$ cat src/rtl/hh_pkg.sv
// Shared types and constants for the HH spike decoder: voltage width,
// detector state encoding and the ISI counter ceiling.
package hh_pkg;

    localparam int HH_V_W = 14;

    typedef enum logic [1:0] {
        BELOW   = 2'd0,
        ABOVE   = 2'd1,
        REFRACT = 2'd2
    } hh_state_t;

    // Highest value the running ISI counter may hold; the pushed ISI is one more.
    function automatic int unsigned isi_sat_max(input int unsigned w);
        return (32'd1 << w) - 32'd2;
    endfunction

endpackage

$ cat src/rtl/hh_isi_fifo.sv
// Show-ahead ISI FIFO: head is valid whenever the FIFO is non-empty and a
// push into a full FIFO is accepted only when a pop frees a slot the same cycle.
module hh_isi_fifo #(
    parameter int ISI_W      = 16,
    parameter int FIFO_DEPTH = 4
) (
    input  logic             clk,
    input  logic             rst_n,
    input  logic             push,
    input  logic [ISI_W-1:0] push_data,
    input  logic             pop,
    output logic [ISI_W-1:0] head,
    output logic             full,
    output logic             empty
);

    localparam int AW = $clog2(FIFO_DEPTH);

    logic [ISI_W-1:0] mem [0:FIFO_DEPTH-1];
    logic [AW:0]      wr_ptr;
    logic [AW:0]      rd_ptr;
    logic             wr_en;
    logic             rd_en;

    // Extra pointer bit distinguishes full from empty when the indices match.
    assign empty = (wr_ptr == rd_ptr);
    assign full  = (wr_ptr[AW] != rd_ptr[AW]) && (wr_ptr[AW-1:0] == rd_ptr[AW-1:0]);
    assign rd_en = pop && !empty;
    assign wr_en = push && (!full || rd_en);
    assign head  = empty ? '0 : mem[rd_ptr[AW-1:0]];

    always_ff @(posedge clk or negedge rst_n) begin
        if (!rst_n) begin
            wr_ptr <= '0;
            rd_ptr <= '0;
        end else begin
            if (wr_en) wr_ptr <= wr_ptr + (AW+1)'(1);
            if (rd_en) rd_ptr <= rd_ptr + (AW+1)'(1);
        end
    end

    always_ff @(posedge clk) begin
        if (wr_en) mem[wr_ptr[AW-1:0]] <= push_data;
    end

endmodule

$ cat src/rtl/hh_spike_decoder.sv
// Turns the HH membrane-voltage stream into spike pulses with hysteresis and
// refractory hold-off, and queues inter-spike intervals (in samples).
module hh_spike_decoder
    import hh_pkg::*;
#(
    parameter int V_W         = HH_V_W,
    parameter int ISI_W       = 16,
    parameter int FIFO_DEPTH  = 4,
    parameter int TH_HI       = 500,
    parameter int TH_LO       = -500,
    parameter int REFRACT_CYC = 8
) (
    input  logic                  clk,
    input  logic                  rst_n,
    input  logic signed [V_W-1:0] v_in,
    input  logic                  sample_en,
    output logic                  spike_o,
    output logic [7:0]            spike_cnt,
    output logic [ISI_W-1:0]      isi_data,
    output logic                  isi_valid,
    input  logic                  isi_ready,
    output logic                  ovf,
    input  logic                  ovf_clr
);

    localparam logic signed [V_W-1:0] TH_HI_V = V_W'(TH_HI);
    localparam logic signed [V_W-1:0] TH_LO_V = V_W'(TH_LO);
    localparam int                   RC_W     = (REFRACT_CYC < 2) ? 1 : $clog2(REFRACT_CYC + 1);
    localparam logic [RC_W-1:0]      RC_LOAD  = RC_W'(REFRACT_CYC);
    localparam logic [ISI_W-1:0]     ISI_CEIL = ISI_W'(isi_sat_max(ISI_W));

    hh_state_t        state_p0;
    logic [RC_W-1:0]  rcnt_p0;
    logic [ISI_W-1:0] isi_cnt_p0;
    logic             first_seen;
    logic             fire_p0;
    logic             spike_p1;
    logic             push_p1;
    logic [ISI_W-1:0] push_data_p1;
    logic             fifo_full;
    logic             fifo_empty;
    logic             pop;

    assign fire_p0 = sample_en && (state_p0 == BELOW) && (v_in >= TH_HI_V);

    // Stage p0: detector state machine, advances only on valid samples
    always_ff @(posedge clk or negedge rst_n) begin
        if (!rst_n) begin
            state_p0 <= BELOW;
            rcnt_p0  <= '0;
        end else if (sample_en) begin
            case (state_p0)
                BELOW: begin
                    if (v_in >= TH_HI_V) state_p0 <= ABOVE;
                end
                ABOVE: begin
                    if (v_in < TH_LO_V) begin
                        if (REFRACT_CYC == 0) begin
                            state_p0 <= BELOW;
                        end else begin
                            state_p0 <= REFRACT;
                            rcnt_p0  <= RC_LOAD;
                        end
                    end
                end
                REFRACT: begin
                    rcnt_p0 <= rcnt_p0 - RC_W'(1);
                    if (rcnt_p0 <= RC_W'(1)) state_p0 <= BELOW;
                end
                default: state_p0 <= BELOW;
            endcase
        end
    end

    // Stage p0 -> p1: spike pulse, spike count, ISI counter and overflow flag
    always_ff @(posedge clk or negedge rst_n) begin
        if (!rst_n) begin
            isi_cnt_p0 <= '0;
            first_seen <= 1'b0;
            spike_p1   <= 1'b0;
            push_p1    <= 1'b0;
            spike_cnt  <= '0;
            ovf        <= 1'b0;
        end else begin
            spike_p1 <= fire_p0;
            push_p1  <= fire_p0 && first_seen;
            if (fire_p0) begin
                isi_cnt_p0 <= '0;
                first_seen <= 1'b1;
                spike_cnt  <= spike_cnt + 8'd1;
            end else if (sample_en && (isi_cnt_p0 < ISI_CEIL)) begin
                isi_cnt_p0 <= isi_cnt_p0 + ISI_W'(1);
            end
            if (push_p1 && fifo_full && !pop) ovf <= 1'b1;
            else if (ovf_clr)                 ovf <= 1'b0;
        end
    end

    always_ff @(posedge clk) begin
        if (fire_p0) push_data_p1 <= isi_cnt_p0 + ISI_W'(1);
    end

    assign spike_o   = spike_p1;
    assign isi_valid = !fifo_empty;
    assign pop       = isi_valid && isi_ready;

    // Stage p1 -> p2: ISI queue, head visible the cycle after the push
    hh_isi_fifo #(
        .ISI_W      (ISI_W),
        .FIFO_DEPTH (FIFO_DEPTH)
    ) u_isi_fifo (
        .clk       (clk),
        .rst_n     (rst_n),
        .push      (push_p1),
        .push_data (push_data_p1),
        .pop       (pop),
        .head      (isi_data),
        .full      (fifo_full),
        .empty     (fifo_empty)
    );

endmodule

$ cat config.mk
export PLATFORM = sky130hd
export DESIGN_NAME = hh_spike_decoder
export DESIGN_NICKNAME = d
export VERILOG_FILES = /design/src/rtl/hh_pkg.sv /design/src/rtl/hh_isi_fifo.sv /design/src/rtl/hh_spike_decoder.sv
export SDC_FILE = /design/constraint.sdc
export NUM_CORES = 1
export LEC_CHECK = 0
export BUFFER_PORTS_ARGS = -buffer_cell sky130_fd_sc_hd__buf_2
export CORE_ASPECT_RATIO = 1.5
export CORE_MARGIN = 2
export CORE_UTILIZATION = 55
export DETAILED_ROUTE_END_ITERATION = 10
export PLACE_DENSITY = 0.78
export SLEW_MARGIN = 20
export SYNTH_ARGS = -nofsm -noshare
export SYNTH_HDL_FRONTEND = slang
export SYNTH_SLANG_ARGS = --single-unit
$ cat constraint.sdc
create_clock -name clk -period 5.65 [get_ports clk]
set_clock_uncertainty 0.2 [all_clocks]
set_input_delay 0 -clock clk [delete_from_list [all_inputs] [get_ports clk]]
set_output_delay 0 -clock clk [all_outputs]
set_load 0.005 [all_outputs]
==> metrics.md, run 1 <==
| Metric | Value |
|---|---|
| Clk sinks | 120 |
| Total Wirelength | 9440 um |
| Critical path's top delay family | flip-flops |
| Total global routing overflow | 0 |
| Drt pass-1 iters | 4 |
| Met3 WL | 315 um |
| Postcts setup bufs | 0 |
| # resized after CTS | 0 |
| Post-synth net total | 385 |
| F_max | 0.333 GHz |
| Leakage | 2.43 nW |
| Dpl ws | 2.64 ns |
| Mean Syn Cell Area | 14.5 um^2 |
| Top cell by count, worst path | xor2_1 |
| CP max stage cell | dfrtp_1 |
| CP arrival | 3.04 ns |
| Number of synthesized register bits | 120 |
| Synth Cell Area | 5180 um^2 |
| Worst-Skew Late Latency | 0.41 ns |
| CP peak stage delay | 0.88 ns |
| Worst setup EP type | flop |
| EDFF count, synth | 80 |
| NumNets Final | 449 |
| Crit path time final | 3.00 ns |
| Setup ws final | 2.65 ns |
| H-tree depth | 4 |
| Half-perimeter wire length after placement | 5630 um |
| Buffers on Ports | 43 |
| Max clock buf depth | 2 |
| Top layer in use | met4 |
| Status | complete, no violations |
| Cell chain of the critical path | xor2_1 > o41ai_2 > nor2_2 > xor2_1 |
| Drt drc | 0 |
| Initial antenna violation count | 0 |
| M1 WL | 3560 um |
| Core area | 9200 um^2 |
| Routed vias | 3173 |
| DIE AREA | 10200 um^2 |
| CP Buf/Inv Count | 0 |
| Library cells used by synthesis | 45 |
| Worst relative slew slack | 33.1% |
| Pwr Density | 497 nW/um^2 |
| Vias per cell | 5.81 |
| Number of global-route vias before repair | 3226 |
| Post-synthesis cell count | 357 |
| DR WL met2 | 5400 um |
| Hold_sp | v_in[9] |
| Max Cap Viol | 0 |
| Design area | 6300 um^2 |
| Critical path fanouts, max | 19 |
| Endpoints failing setup | 0 |
| TritonCTS clock tree | done |
| Synth async-reset ratio | 33.3% |
| Post-DP Area | 5500 um^2 |
| Gpl congestion | 0.837 |
| Worst hold slack | 0.0311 ns |
| Final Max Slew Viols | 0 |
| Required time of the critical path | 5.69 ns |
| Iteration-0 DRC Markers | 166 |
| Period utilization | 53.2% |
| Min-Delay Path Class | in -> reg |
| GRT Overall Usage | 20.0% |
| First-pass GRT wire length | 15600 um |
| Kind of critical path | reg -> reg |
| Share of layout cells above drive strength 1 | 24.2% |
| Worst Max-Slew Pin Slew | 1.00 ns |
| Fin Setup TNS | 0 ns |
| Die Ht | 123 um |
| Clock Tree Root | clkbuf_16 |
| Die W | 83.3 um |
| Ys Warns | 0 |
| CP startpoint kind | flop |
| Site Rows | 43 |
| Fill cells | 603 |
| Post-synthesis sequential area ratio | 65.7% |
| CP startpoint | u_isi_fifo.rd_ptr[1]$_DFFE_PN0P_ |
| # IOs | 46 |
| Pwr Total | 3.13 mW |
| Initial Util | 56.3% |
| CTS Buf Count | 17 |
| Layout area overhead | 21.6% |
| Main synth FF type | edfxtp_1 |
| Area of the multi-input gates | 1670 um^2 |
| Avg WL per Cell | 17.3 um |
| Post-DRT Antenna Nets | 0 |
| Antenna cells | 0 |
| Peak supply drop | 0.286 mV |
| Cts hold-fix bufs | 15 |
| Worst-path clk slew | 0.06 ns |
| Endpoints failing hold | 0 |
| RSZ-0062 raised after global routing | no |
| R2r startpoint | u_isi_fifo.rd_ptr[1]$_DFFE_PN0P_ |
| Largest net degree at the start of global routing | 41 |
| Register Area | 3400 um^2 |
path summary, 6_finish.rpt:
path | end | slack (ns) | depth (start not counted)
max | u_isi_fifo.wr_ptr[2]$_DFFE_PN0P_ | 2.65 | 4
min | isi_cnt_p0[15]$_DFFE_PN0P_ | 0.03 | 4
max reg2reg | u_isi_fifo.wr_ptr[2]$_DFFE_PN0P_ | 2.65 | 4
min reg2reg | first_seen$_DFFE_PN0P_ | 0.26 | 1
max in group asynchronous | isi_cnt_p0[10]$_DFFE_PN0P_ | 4.62 | 2
min in group asynchronous | spike_cnt[2]$_DFFE_PN0P_ | 0.05 | 2
placed cells by master, fill, tap and decap left out, types with 5 or more instances in the layout:
master	netlist	final
xor2_1	14	14
and2_1	18	18
nand3_1	8	8
inv_1	15	15
xnor2_1	15	15
o21ai_0	8	8
bufinv_16	0	5
nor2_1	15	11
ha_1	9	9
mux4_2	16	16
dlygate4sd3_1	0	15
nor4_1	6	6
nand4_1	10	10
buf_2	5	43
dfrtp_1	40	40
and3_1	6	6
nand2_1	11	11
clkbuf_16	0	17
or4_1	5	5
a21oi_1	18	18
edfxtp_1	80	80
nor3_1	7	7
final cells by class:
cell class,count,area share [%]
Timing Repair Buffer,60,6.04
Inverter,15,0.894
Clock inverter,15,3.57
Clock buffer,17,6.75
Multi-Input combinational cell,207,26.5
Tap cell,112,2.22
Sequential cell,120,54.0
synth_stat cells (all sizes together), types with 2 or more instances:
master  number  area share, %
a21o         2           0.29
a21oi       18            1.7
a221oi       3           0.51
a311oi       3           0.51
and2        18            2.2
and3         6           0.72
buf          7           0.70
clkbuf       8           0.58
dfrtp       40             19
edfxtp      80             46
ha           9            2.2
inv         15            1.1
mux2         3           0.65
mux4        16            7.0
nand2       11           0.80
nand2b       2           0.24
nand3        8           0.77
nand4       10            1.2
nor2        15            1.1
nor3         7           0.68
nor4         7           0.97
o21ai        9           0.87
o22ai        4           0.48
o31ai        5           0.72
or2          2           0.24
or3          3           0.36
or3b         2           0.34
or4          5           0.72
xnor2       15            2.5
xor2        14            2.4
through the flow:
stage / cells / util (%)
finish: 546 / 68.5
global route: 546 / 68.5
CTS: 546 / 68.5
detailed placement: 499 / 59.8
global placement: 499 / 59.7
floorplan: 357 / -
layer usage:
metal / track usage [%] / up-vias
met3: 6.05 / 13
met2: 36.0 / 85
met1: 22.3 / 1583
met4: 8.09 / 0
li1: - / 1492
met5: 0 / -
state kept, by name, summed over array words and instances, names as in the netlist:
register,cells
u_isi_fifo.mem,64
isi_cnt_p0,16
push_data_p1,16
spike_cnt,8
rcnt_p0,4
u_isi_fifo.rd_ptr,3
u_isi_fifo.wr_ptr,3
state_p0,2
first_seen,1
ovf,1
push_p1,1
spike_o,1
worst register-to-register path: cells and delay by family (launching register included):
kind,cells,cell delay (ns)
DFF,1,0.88
and+or+nand+nor,1,0.40
AOI/OAI and AO/OA,1,0.86
xor gates and xnor gates,2,0.49
cell families after synthesis:
logic type,count (synthesis),share of synthesized area (%)
DFF,120,65.7
buffers and inverters,30,2.37
and+or+nand+nor,99,10.8
AOI/OAI and AO/OA,51,6.45
muxes,19,7.61
xor gates and xnor gates,29,4.90
adders and majority gates,9,2.17
power by group:
| group | internal, mW | switching [mW] |
|---|---|---|
| registers | 1.09 | 0.147 |
| clock network | 0.784 | 0.384 |
| logic | 0.386 | 0.346 |
(Power assumes the default switching activity.)
==> run 2: changes to the inputs <==
Clock period 5.65 ns to 2.9 ns, I/O delays scaled along.
==> run 2 against run 1 <==
  * Sequential cell count is the same
  * Clock power grew 80%
  * Sequential share of layout area is 0.25 points lower
  * Highest routed layer unchanged
  * Final area is 0.46% higher
  * Worst hold slack improved by 0.0090 ns
  * Critical path depth increased by 6
  * Final cell count rose by 1.3%
==> metrics.md, run 2 (synthesis results as in run 1) <==
| Metric | Value |
|---|---|
| Status | complete, no violations (unchanged) |
| Total global routing overflow | 0 (unchanged) |
| Vias per cell | 5.80 (was 5.81) |
| Avg WL per Cell | 17.4 um (was 17.3 um) |
| DIE AREA | 10200 um^2 (unchanged) |
| NumNets Final | 456 (was 449) |
| Worst relative slew slack | 39.5% (was 33.1%) |
| Crit path time final | 2.80 ns |
| Kind of critical path | in -> reg (was reg -> reg) |
| Layout area overhead | 22.2% (was 21.6%) |
| GRT Overall Usage | 20.1% (was 20.0%) |
| Core area | 9200 um^2 (unchanged) |
| CTS Buf Count | 17 (unchanged) |
| Die W | 83.3 um (unchanged) |
| Drt drc | 0 (unchanged) |
| Gpl congestion | 0.862 (was 0.837) |
| R2r endpoint | isi_cnt_p0[14]$_DFFE_PN0P_ (was u_isi_fifo.wr_ptr[2]$_DFFE_PN0P_) |
| H-tree depth | 4 (unchanged) |
| Worst-path clk slew | 0.05 ns (was 0.06 ns) |
| Fill cells | 606 (was 603) |
| Dpl ws | 0.522 ns (was 2.64 ns) |
| Share of layout cells above drive strength 1 | 24.5% (was 24.2%) |
| Post-DRT Antenna Nets | 0 (unchanged) |
| R2r startpoint | isi_cnt_p0[0]$_DFFE_PN0P_ (was u_isi_fifo.rd_ptr[1]$_DFFE_PN0P_) |
| Largest register FFs | 64 (unchanged) |
| Required time of the critical path | 2.99 ns (was 5.69 ns) |
| Period utilization | 96.5% |
| Number of global-route vias before repair | 3173 (was 3226) |
| Post-DP Area | 5550 um^2 (was 5500 um^2) |
| Total Wirelength | 9600 um (was 9440 um) |
| Drt pass-1 iters | 4 (unchanged) |
| Clock Tree Root | clkbuf_16 (unchanged) |
| Largest net degree at the start of global routing | 41 (unchanged) |
| Peak supply drop | 0.662 mV (was 0.286 mV) |
| CP startpoint kind | primary input (was flop) |
| Reg2reg setup slack | 0.49 ns (was 2.65 ns) |
| Pwr Density | 946 nW/um^2 (was 497 nW/um^2) |
| Clk sinks | 120 (unchanged) |
| Leakage | 2.47 nW (was 2.43 nW) |
| Endpoints failing hold | 0 (unchanged) |
| Worst setup EP type | flop (unchanged) |
| Iteration-0 DRC Markers | 152 (was 166) |
| Buffers on Ports | 43 (unchanged) |
| Max clock buf depth | 2 (unchanged) |
| Initial Util | 56.3% (unchanged) |
| Site Rows | 43 (unchanged) |
| Min-Delay Path Class | in -> reg (unchanged) |
| M1 WL | 3680 um (was 3560 um) |
| Max Cap Viol | 0 (unchanged) |
| Commonest non-fill, non-tap cells in the layout | edfxtp_1, buf_2, dfrtp_1, a21oi_1, clkbuf_16 (was edfxtp_1, buf_2, dfrtp_1, and2_1, a21oi_1) |
| Routed vias | 3206 (was 3173) |
| Worst min-delay path endpoint | state_p0[1]$_DFFE_PN0P_ (was isi_cnt_p0[15]$_DFFE_PN0P_) |
| Antenna cells | 0 (unchanged) |
| Worst Max-Slew Pin Slew | 0.908 ns (was 1.00 ns) |
| Critical path fanouts, max | 18 (was 19) |
| Postcts setup bufs | 0 (unchanged) |
| Design area | 6330 um^2 (was 6300 um^2) |
| DP Cell Count | 507 (was 499) |
| Area of the multi-input gates | 1660 um^2 (was 1670 um^2) |
| Endpoints failing setup | 0 (unchanged) |
| Setup ws final | 0.100 ns (was 2.65 ns) |
| Final Max Slew Viols | 0 (unchanged) |
| TritonCTS clock tree | done (unchanged) |
| Non-Filler Instances | 553 (was 546) |
| Die Ht | 123 um (unchanged) |
| Pwr Total | 5.99 mW (was 3.13 mW) |
| DR WL met2 | 5370 um (was 5400 um) |
| Top layer in use | met4 (unchanged) |
| R2R depth | 5 (was 4) |
| # IOs | 46 (unchanged) |
| Hold depth | 5 (was 4) |
| RSZ-0062 raised after global routing | no (unchanged) |
| Register Area | 3400 um^2 (unchanged) |
| Met3 WL | 367 um (was 315 um) |
| Fin Setup TNS | 0 ns (unchanged) |
| Worst-Skew Late Latency | 0.41 ns (about the same) |
| First-pass GRT wire length | 15700 um (was 15600 um) |
| Half-perimeter wire length after placement | 5830 um (was 5630 um) |
| F_max | 0.357 GHz |
| Most common cell after layout, fill and taps aside | edfxtp_1 (unchanged) |
| CP arrival | 2.89 ns (was 3.04 ns) |
| Hold_sp | v_in[10] (was v_in[9]) |
| Initial antenna violation count | 0 (unchanged) |
[run 2: cell types whose count changed in the layout (fill, tap and decap cells not counted), moves of 3 or more]
cell / previous run / this run
clkinv_4: 3 / 0
clkbuf_8: 0 / 4
nor2_1: 11 / 15
buf_4: 2 / 9
nor2_2: 4 / 0
[run 2: report_power, final]
group	leakage (nW)	internal, mW	switching (mW)
Combinational	0.918	0.783	0.735
Sequential	1.25	2.12	0.237
Clock	0.298	1.43	0.683
[run 2: worst max-delay path by stage]
stage / end / from / cells past startpoint / slack [ns]
final: first_seen$_DFFE_PN0P_ / v_in[12] / 10 / 0.10
after global routing: first_seen$_DFFE_PN0P_ / v_in[12] / 10 / 0.007
after CTS: first_seen$_DFFE_PN0P_ / v_in[12] / 10 / 0.04
after detailed placement: isi_cnt_p0[14]$_DFFE_PN0P_ / isi_cnt_p0[0]$_DFFE_PN0P_ / 5 / 0.52
after global placement: isi_cnt_p0[14]$_DFFE_PN0P_ / isi_cnt_p0[0]$_DFFE_PN0P_ / 5 / 0.56
after floorplan: u_isi_fifo.mem[3][0]$_DFFE_PP_ / u_isi_fifo.rd_ptr[1]$_DFFE_PN0P_ / 4 / 0.49
[run 2: final cells by class]
type,count,area share [%]
well taps,112,2.21
clock buffers,23,7.71
multi-input cells,207,26.3
flip-flops and latches,120,53.8
clock inverters,9,1.90
repair buffers,67,7.23
inverters,15,0.890
[run 2: per-stage QoR]
| stage | hold slack, ns | util (%) |
|---|---|---|
| detailed placement | -0.0140 | 60.3 |
| finish | 0.0401 | 68.8 |
| CTS | 0.00801 | 68.3 |
| floorplan | -0.496 | - |
| global placement | -0.0268 | 60.3 |
| global route | 0.0685 | 68.8 |
[run 2: layer usage]
metal / global-route usage (%) / vias up
met3: 5.18 / 13
met2: 36.6 / 87
met1: 22.6 / 1599
met5: 0 / -
met4: 8.09 / 0
li1: - / 1507
[run 2: critical path, cell delays in order]
cell and delay, ns:
dlygate4sd3_1 0.52, buf_2 0.13, nor4_2 0.25, dlygate4sd3_1 0.58
o21ai_1 0.06, dlygate4sd3_1 0.56, buf_4 0.18, and2_4 0.17
buf_12 0.16, or2_2 0.27
[run 2: what timing repair did]
action	4_1_cts	5_1_grt
hold endpoints to repair	68	0
setup endpoints to repair	0	29
gates resized for setup	0	7
hold buffers	13	0
==> run 3: changes to the inputs <==
Settings changed: PLACE_DENSITY 0.78 to 0.77, SYNTH_HIERARCHICAL set to 1.
==> run 3 against run 2 <==
  * Sequential power is 2% higher
  * Critical path type is now reg -> reg
  * Setup slack better by 0.13 ns
  * Fmax is 4.8% higher
  * Sequential share of layout area is 2.4 points lower
  * Area after synthesis is 7.9% higher
  * Routed wire length is 7.4% higher
  * Clock power hardly changed
  * Sequential cell count stayed put
  * Largest power group unchanged
  * Total power is 3.7% higher
  * Die area is 7.6% higher
  * Largest cell class unchanged
  * Critical path depth is 5 lower
==> metrics.md, run 3 <==
| Metric | Value |
|---|---|
| Share of layout cells above drive strength 1 | 23.4% (was 24.5%) |
| Post-synthesis cell count | 387 (was 357) |
| Leakage | 2.52 nW (was 2.47 nW) |
| DIE AREA | 11000 um^2 (was 10200 um^2) |
| Cts hold-fix bufs | 11 (was 13) |
| Largest net degree at the start of global routing | 41 (unchanged) |
| EDFF count, synth | 80 (unchanged) |
| Number of synthesized register bits | 120 (unchanged) |
| Ys Warns | 6 (was 0) |
| Cell chain of the critical path | xor2_4 > nor3_4 > nor2b_1 > or4_4 > and3_1 (was dlygate4sd3_1 > buf_2 > nor4_2 > dlygate4sd3_1 > o21ai_1 > dlygate4sd3_1 > buf_4 > and2_4 > buf_12 > or2_2) |
| Post-synth top cells | edfxtp_1, dfrtp_1, nand2_1 (was edfxtp_1, dfrtp_1, a21oi_1, and2_1, mux4_2) |
| Worst setup EP type | flop (unchanged) |
| Antenna cells | 0 (unchanged) |
| Synth async-reset ratio | 33.3% (unchanged) |
| Stages on worst setup path | 5 (was 10) |
| Half-perimeter wire length after placement | 6470 um (was 5830 um) |
| R2r startpoint | u_isi_fifo/wr_ptr[0]$_DFFE_PN0P_ (was isi_cnt_p0[0]$_DFFE_PN0P_) |
| Clock Tree Root | clkbuf_16 (unchanged) |
| # IOs | 46 (unchanged) |
| Largest register FFs | 64 (unchanged) |
| Core area | 10000 um^2 (was 9200 um^2) |
| Share of power burned in registers | 38.7% (was 39.4%) |
| Iteration-0 DRC Markers | 187 (was 152) |
| Buffers on Ports | 43 (unchanged) |
| CTS Buf Count | 17 (unchanged) |
| Worst hold slack | 0.0774 ns (was 0.0401 ns) |
| CP peak stage delay | 0.55 ns (was 0.58 ns) |
| Total Wirelength | 10300 um (was 9600 um) |
| Sw Ratio | 29.2% (was 27.6%) |
| CP max stage cell | or4_4 (was dlygate4sd3_1) |
| Layout area overhead | 18.5% (was 22.2%) |
| Initial Util | 55.8% (was 56.3%) |
| Postcts setup bufs | 0 (unchanged) |
| Kind of critical path | reg -> reg (was in -> reg) |
| Required time of the critical path | 2.72 ns (was 2.99 ns) |
| Post-DP Area | 5910 um^2 (was 5550 um^2) |
| Status | complete, no violations (unchanged) |
| Mux contribution to synthesized area | 9.49% (was 7.61%) |
| Initial antenna violation count | 0 (unchanged) |
| Gpl congestion | 0.845 (was 0.862) |
| Post-synthesis sequential area ratio | 60.9% (was 65.7%) |
| Max clock buf depth | 2 (unchanged) |
| Endpoints failing hold | 0 (unchanged) |
| CP startpoint | u_isi_fifo/wr_ptr[0]$_DFFE_PN0P_ (was v_in[12]) |
| First-pass GRT wire length | 17200 um (was 15700 um) |
| Endpoints failing setup | 0 (unchanged) |
| Area share of the leading cell type in the synthesized netlist | 43.0% (was 46.4%) |
| Adder-Cell Fraction of Synth Area | 2.01% (was 2.17%) |
| Site Rows | 45 (was 43) |
| Main synth FF type | edfxtp_1 (unchanged) |
| Worst relative slew slack | 38.1% (was 39.5%) |
| Max Cap Viol | 0 (unchanged) |
| # resized after CTS | 0 (unchanged) |
| Post-synth top area cell | edfxtp_1 (unchanged) |
| Vias per cell | 5.77 (was 5.80) |
| Comb power frac | 26.9% (was 25.4%) |
| Min-Delay Path Class | in -> async (was in -> reg) |
| Number of global-route vias before repair | 3434 (was 3173) |
| Net Sw Power | 1.82 mW (was 1.66 mW) |
| Commonest non-fill, non-tap cells in the layout | edfxtp_1, buf_2, dfrtp_1, nand2_1, o21ai_0 (was edfxtp_1, buf_2, dfrtp_1, a21oi_1, clkbuf_16) |
| Drt pass-1 iters | 4 (unchanged) |
| Critical path's top delay family | simple AND/OR/NAND/NOR gates (was buffers and inverters) |
| Internal power | 4.40 mW (was 4.33 mW) |
| Drt drc | 0 (unchanged) |
| Fill cells | 716 (was 606) |
| GRT Overall Usage | 20.4% (was 20.1%) |
| CP startpoint kind | flop (was primary input) |
| Final Core Density | 66.1% (was 68.8%) |
| Library cells used by synthesis | 61 (was 45) |
| Synth top area cells | edfxtp_1, dfrtp_1, mux4_2 (unchanged) |
| Synth Cell Area | 5590 um^2 (was 5180 um^2) |
| Period utilization | 92.1% (was 96.5%) |
| TritonCTS clock tree | done (unchanged) |
| Post-DRT Antenna Nets | 0 (unchanged) |
| R2R depth | 5 (unchanged) |
| Worst-path clk slew | 0.05 ns (about the same) |
| Critical path fanouts, max | 16 (was 18) |
| Compound-cell area share of the yosys netlist | 8.84% (was 6.45%) |
| Avg WL per Cell | 17.8 um (was 17.4 um) |
| Design area | 6630 um^2 (was 6330 um^2) |
| Worst-Skew Late Latency | 0.40 ns (was 0.41 ns) |
| Peak supply drop | 0.532 mV (was 0.662 mV) |
| Routed vias | 3339 (was 3206) |
| Pwr Density | 938 nW/um^2 (was 946 nW/um^2) |
| Clock network power share | 34.4% (was 35.3%) |
| CP arrival | 2.49 ns (was 2.89 ns) |
| Die W | 86.3 um (was 83.3 um) |
| F_max | 0.374 GHz (was 0.357 GHz) |
| Die Ht | 127 um (was 123 um) |
| RSZ-0062 raised after global routing | no (unchanged) |
| Clk sinks | 120 (unchanged) |
| Total global routing overflow | 0 (unchanged) |
| Pwr Total | 6.21 mW (was 5.99 mW) |
| H-tree depth | 4 (unchanged) |
| Post-Synth XOR/XNOR Area | 5.21% (was 4.90%) |
| Post-synth net total | 415 (was 385) |
| Simple-Gate Fraction of Synth Area | 10.9% (was 10.8%) |
| NumNets Final | 477 (was 456) |
| Worst Max-Slew Pin Slew | 0.929 ns (was 0.908 ns) |
| Main combinational cell family by area after synthesis | simple AND/OR/NAND/NOR gates (unchanged) |
| Final Max Slew Viols | 0 (unchanged) |
| Mean Syn Cell Area | 14.4 um^2 (was 14.5 um^2) |
| CP Buf/Inv Count | 0 (was 6) |
| Most common cell after layout, fill and taps aside | edfxtp_1 (unchanged) |
| Crit path time final | 2.67 ns (was 2.80 ns) |
| Count leader, synth | edfxtp_1 (unchanged) |
| Fin Setup TNS | 0 ns (unchanged) |
[run 3: changes by cell type after synthesis, sizes merged, moves of 4 or more]
cell,delta
and2,-15
mux2i,+11
nand2,+11
o21bai,+9
buf,+6
a2111oi,+4
nor2b,+17
a21oi,-11
a211oi,+5
nor2,-4
o21ai,+10
[run 3: logic make-up after synthesis]
kind of cell	Yosys count
flip-flops	120
multiplexers	30
XOR/XNOR	29
AND/OR/NAND/NOR	101
buffers and inverters	31
AO/OA/AOI/OAI	67
adder cells (fa/ha/maj)	9
[run 3: per-stage QoR]
stage / std cells / worst slack (ns)
CTS: 579 / 0.206
finish: 579 / 0.229
floorplan: 387 / 0.0873
global route: 579 / 0.0939
detailed placement: 536 / 0.239
global placement: 536 / 0.311
[run 3: per-layer routing]
| layer | up-vias | share of wire (%) | wire (um) | track usage (%) |
|---|---|---|---|---|
| met5 | - | 0 | 0 | 0 |
| met4 | 0 | 0.59 | 61 | 7.90 |
| met3 | 4 | 3.8 | 388 | 5.04 |
| met2 | 85 | 56 | 5750 | 35.3 |
| met1 | 1648 | 40 | 4100 | 24.4 |
| li1 | 1602 | - | - | - |
[run 3: final timing paths]
| kind | slack [ns] | end |
|---|---|---|
| setup / recovery | 0.23 | u_isi_fifo/mem[2][12]$_DFFE_PP_ |
| min in group clk | 0.09 | state_p0[0]$_DFFE_PN0P_ |
| hold / removal | 0.08 | ovf$_DFFE_PN0P_ |
| max in group asynchronous | 1.83 | isi_cnt_p0[12]$_DFFE_PN0P_ |
| setup reg to reg | 0.23 | u_isi_fifo/mem[2][12]$_DFFE_PP_ |
| hold reg to reg | 0.26 | first_seen$_DFFE_PN0P_ |
[run 3: layout make-up]
class / instances / area, um^2 / area share, %
well taps: 117 / 146 / 2.21
repair buffers: 62 / 385 / 5.82
multi-input cells: 236 / 2040 / 30.8
inverters: 12 / 45.0 / 0.680
flip-flops and latches: 120 / 3400 / 51.4
clock inverters: 10 / 151 / 2.29
clock buffers: 22 / 454 / 6.86
[run 3: power by group through the flow]
stage	sequential (mW)	combinational [mW]	clock (mW)
floorplan	2.33	1.25	0
global placement	2.41	1.62	0
detailed placement	2.43	1.66	0
CTS	2.41	1.70	2.17
global route	2.44	1.88	2.25
finish	2.41	1.67	2.13
